File: config.mk
export PLATFORM = sky130hd
export DESIGN_NAME = tff_mod_counter
export DESIGN_NICKNAME = d
export VERILOG_FILES = /design/src/rtl/tff_mod_counter_pkg.sv /design/src/rtl/tff_mod_counter_tff_cell.sv /design/src/rtl/tff_mod_counter.sv
export SDC_FILE = /design/constraint.sdc
export NUM_CORES = 1
export LEC_CHECK = 0
export ABC_AREA = 1
export CORE_UTILIZATION = 35
export DETAILED_ROUTE_END_ITERATION = 16
export PLACE_DENSITY = 0.61
export RECOVER_POWER = 25
export SLEW_MARGIN = 20
export SYNTH_ARGS = -nofsm -noshare
export SYNTH_HDL_FRONTEND = slang
export SYNTH_HIERARCHICAL = 1
export SYNTH_SLANG_ARGS = --single-unit
File: constraint.sdc
create_clock -name clk -period 1.5 [get_ports clk]
set_clock_uncertainty 0.05 [all_clocks]
set_input_delay 0.15 -clock clk [delete_from_list [all_inputs] [get_ports clk]]
set_output_delay 0.15 -clock clk [all_outputs]
set_load 0.05 [all_outputs]
File: src/rtl/tff_mod_counter_pkg.sv
// Shared definitions for the toggle-cell modulo counter: default count type
// and the direction encoding used on the up input.
package tff_mod_counter_pkg;

    localparam int DEFAULT_WIDTH = 4;

    typedef logic [DEFAULT_WIDTH-1:0] count_t;

    localparam logic DIR_UP   = 1'b1;
    localparam logic DIR_DOWN = 1'b0;

endpackage : tff_mod_counter_pkg

File: src/rtl/tff_mod_counter_tff_cell.sv
// Single toggle bit: inverts on t=1, synchronous active-low clear.
module tff_cell
    import tff_mod_counter_pkg::*;
(
    input  logic clk,
    input  logic rst_n,
    input  logic t,
    output logic q
);

    logic r_q;

    always_ff @(posedge clk) begin
        if (!rst_n) begin
            r_q <= 1'b0;
        end else if (t) begin
            r_q <= ~r_q;
        end
    end

    assign q = r_q;

endmodule : tff_cell

File: src/rtl/tff_mod_counter.sv
// Modulo up/down counter built from a bank of toggle cells. The next count is
// chosen combinationally and turned into a toggle vector against the current q.
module tff_mod_counter
    import tff_mod_counter_pkg::*;
#(
    parameter int WIDTH   = 4,
    parameter int MODULUS = 10
) (
    input  logic             clk,
    input  logic             rst_n,
    input  logic             en,
    input  logic             up,
    input  logic             load,
    input  logic [WIDTH-1:0] load_val,
    output logic [WIDTH-1:0] q,
    output logic             wrap
);

    if (MODULUS < 2 || MODULUS > (2 ** WIDTH)) begin : g_bad_modulus
        $error("tff_mod_counter: MODULUS must be in 2..2**WIDTH");
    end

    localparam logic [WIDTH-1:0] MAX_VAL = WIDTH'(MODULUS - 1);

    logic [WIDTH-1:0] w_q;
    logic [WIDTH-1:0] w_next;
    logic [WIDTH-1:0] w_t;
    logic             w_wrap_next;
    logic             r_wrap;

    always_comb begin
        w_next      = w_q;
        w_wrap_next = 1'b0;
        if (load) begin
            w_next = (load_val > MAX_VAL) ? MAX_VAL : load_val;
        end else if (en) begin
            if (up == DIR_UP) begin
                if (w_q == MAX_VAL) begin
                    w_next      = '0;
                    w_wrap_next = 1'b1;
                end else begin
                    w_next = w_q + WIDTH'(1);
                end
            end else begin
                if (w_q == '0) begin
                    w_next      = MAX_VAL;
                    w_wrap_next = 1'b1;
                end else begin
                    w_next = w_q - WIDTH'(1);
                end
            end
        end
    end

    // Only bits that differ between current and next count toggle this edge.
    assign w_t = w_q ^ w_next;

    for (genvar gi = 0; gi < WIDTH; gi++) begin : g_cells
        tff_cell u_cell (
            .clk   (clk),
            .rst_n (rst_n),
            .t     (w_t[gi]),
            .q     (w_q[gi])
        );
    end

    always_ff @(posedge clk) begin
        if (!rst_n) begin
            r_wrap <= 1'b0;
        end else begin
            r_wrap <= w_wrap_next;
        end
    end

    assign q    = w_q;
    assign wrap = r_wrap;

endmodule : tff_mod_counter

==> results.toml <==
[pwr]
ir_drop_mv = 0.7653
p_leak_nw = 0.3974
power_uw = 883.8
p_per_area_nw_per_um2 = 1062

[sta]
slew_violations = 0
fin_ws_ns = 0.03877
slew_headroom_pct = 61.05
fmaxAchievable_mhz = 684.4
fin_crit_sh_pct = 97.42
tns_ns = 0
tightest_slew_ns = 0.5868
hold_viol = 0
rsz0062_at_grt = "true"
period_needed_ns = 1.461
setup_viol = 0

[final_layout]
area_delta_synth_final_pct = 70.95
layout_common_cells = "nand2_1 (27), nor2_1 (12), buf_4 (12), nand3_1 (11), clkdlybuf4s50_1 (8)"
fin_cells = 131
final_area_um2 = 832.0
antenna_cells = 0
layout_commonest_cell = "nand2_1"
nets = 129
fillerInstances = 131
drive_gt1_share_pct = 33.62

[synth]
syn_nets = 99
synth_cells = 87
ys_types = 15
synth_seq_cells = 5
yosysSeqAreaShare_pct = 20.57
synth.avg_cell_area_um2 = 5.594
ys_warn_count = 6
syn_area_um2 = 486.7

[cts]
cts.sinks = 5
cts_hold_buffers = 0
clk_pin_slew_ns = 0.04
cts_tree = "done"
cts_made_buffers = 3
clkLatencyLatePin_ns = 0.24
cts_buffer_depth = 2
cts.root.buffer_cell = "clkbuf_4"
htree_levels = 1

[worst_setup_path]
path_delay_family = "flip-flops"
end_kind = "register"
crit_slowest_cell = "dfxtp_4"
worstSetupPathType = "register to register"
cp_cell_sequence = "buf_4 > ha_1 > o2111ai_2 > nand3_1 > nand2_1 > inv_1 > nand2_1 > nand2_1 > nor2_1"
worst-path-max-fanout = 4
required_ns = 1.62
crit_path_start_kind = "register"
max_stage_delay_ns = 0.35
path_buf_inv = 2
arrival_ns = 1.58
crit_top_cell = "nand2_1"

[die]
die_width_um = 39.29
die_y_um = 39.29
rows = 13
dieArea_um2 = 1544
boundaryPins = 14
core_area_um2 = 1301
start_util_pct = 37.40

[detailed_routing]
first_pass_iters = 4
drc_errors = 0
vias = 601
via_per_inst = 4.588
ant_nets = 0
drt-total-wl_mm = 1.237
drtIter0Drc = 13
wire_per_inst_um = 9.443

[place]
place.gp.congestion = 0.9003
port_buffers = 13
dp_slack_ns = -0.1233
placed_cell_area_um2 = 780.7
place_inst = 125
hpwl_mm = 1.021

[global_route]
grt_overflow = 0
gr-usage-all-layers_pct = 19.74
grt_pass1_vias = 512
antenna_found_initial = 0
grt_max_degree = 11
grt_pass1_wl_mm = 2.063

[hold_path]
hold_class = "primary input to register"

[run]
maxCapViolCount = 0

[run_status]
status = "finished, final reports clean"
## what timing repair did
item                       CTS  global route
gates resized for setup      0             5
setup buffers                0             2
setup endpoints to repair    0             3
## worst min-delay path: cells and delay by family
kind / cells / cell delay, ns
and+or+nand+nor: 2 / 0.12
buffers and inverters: 1 / 0.49
## power by group
group	leakage, nW	switching, mW	internal, mW
Sequential	0.0431	0.0505	0.162
Clock	0.0150	0.0530	0.100
Combinational	0.339	0.271	0.247
Total	0.397	0.374	0.510
## cells by family after synthesis
| family | synth area share, % |
|---|---|
| buf+inv | 8.483 |
| compound gates | 13.11 |
| fa+ha+maj | 7.713 |
| simple gates | 50.13 |
| flops | 20.57 |
## worst paths after layout
check,cells after the start,slack (ns),from,end
setup / recovery,9,0.04,g_cells[1].u_cell/q,g_cells[1].u_cell/q
hold reg to reg,2,0.52,g_cells[3].u_cell/q,g_cells[3].u_cell/q
setup reg to reg,9,0.04,g_cells[1].u_cell/q,g_cells[1].u_cell/q
hold / removal,3,0.52,rst_n,g_cells[3].u_cell/q
## synthesized netlist by cell type
| cell type | number | area, um^2 |
|---|---|---|
| dfxtp_1 | 5 | 100.1 |
| inv_2 | 2 | 7.510 |
| a21oi_1 | 4 | 20.02 |
| o2111ai_2 | 1 | 15.01 |
| nand2_1 | 28 | 105.1 |
| nand4_1 | 1 | 6.260 |
| inv_1 | 9 | 33.78 |
| nand2_2 | 2 | 12.51 |
| ha_1 | 3 | 37.54 |
| nand3_1 | 11 | 55.05 |
| o21ai_0 | 3 | 15.01 |
| o2111ai_1 | 1 | 8.760 |
| o21ai_1 | 1 | 5.000 |
| nor2_2 | 2 | 12.51 |
| nor2_1 | 14 | 52.55 |
## metal layers
layer | track usage, % | share of wire (%)
met4 | 2.586 | 0
met2 | 31.25 | 45
met1 | 26.19 | 52
met3 | 6.818 | 2.7
met5 | 0 | 0
## metrics by stage
stage / hold WS (ns) / util [%]
after floorplan: 0.2064 / -
after global placement: 0.5102 / 60.00
after detailed placement: 0.5161 / 60.00
after CTS: 0.5151 / 62.02
after global routing: 0.5360 / 63.94
final: 0.5167 / 63.94
## state kept, by name, indices dropped and copies added (netlist names)
signal and cells:
g_cells.u_cell/q 4, wrap 1
## final cells by class
type                    count  area, um^2  share of cell area (%)
multi-input cells          71       376.6                   45.26
repair buffers             25       254.0                   30.53
flip-flops and latches      5       110.1                   13.23
inverters                  11       46.29                   5.564
clock buffers               4       26.28                   3.158
well taps                  15       18.77                   2.256
No activity file was read; power rests on OpenSTA's default activity.
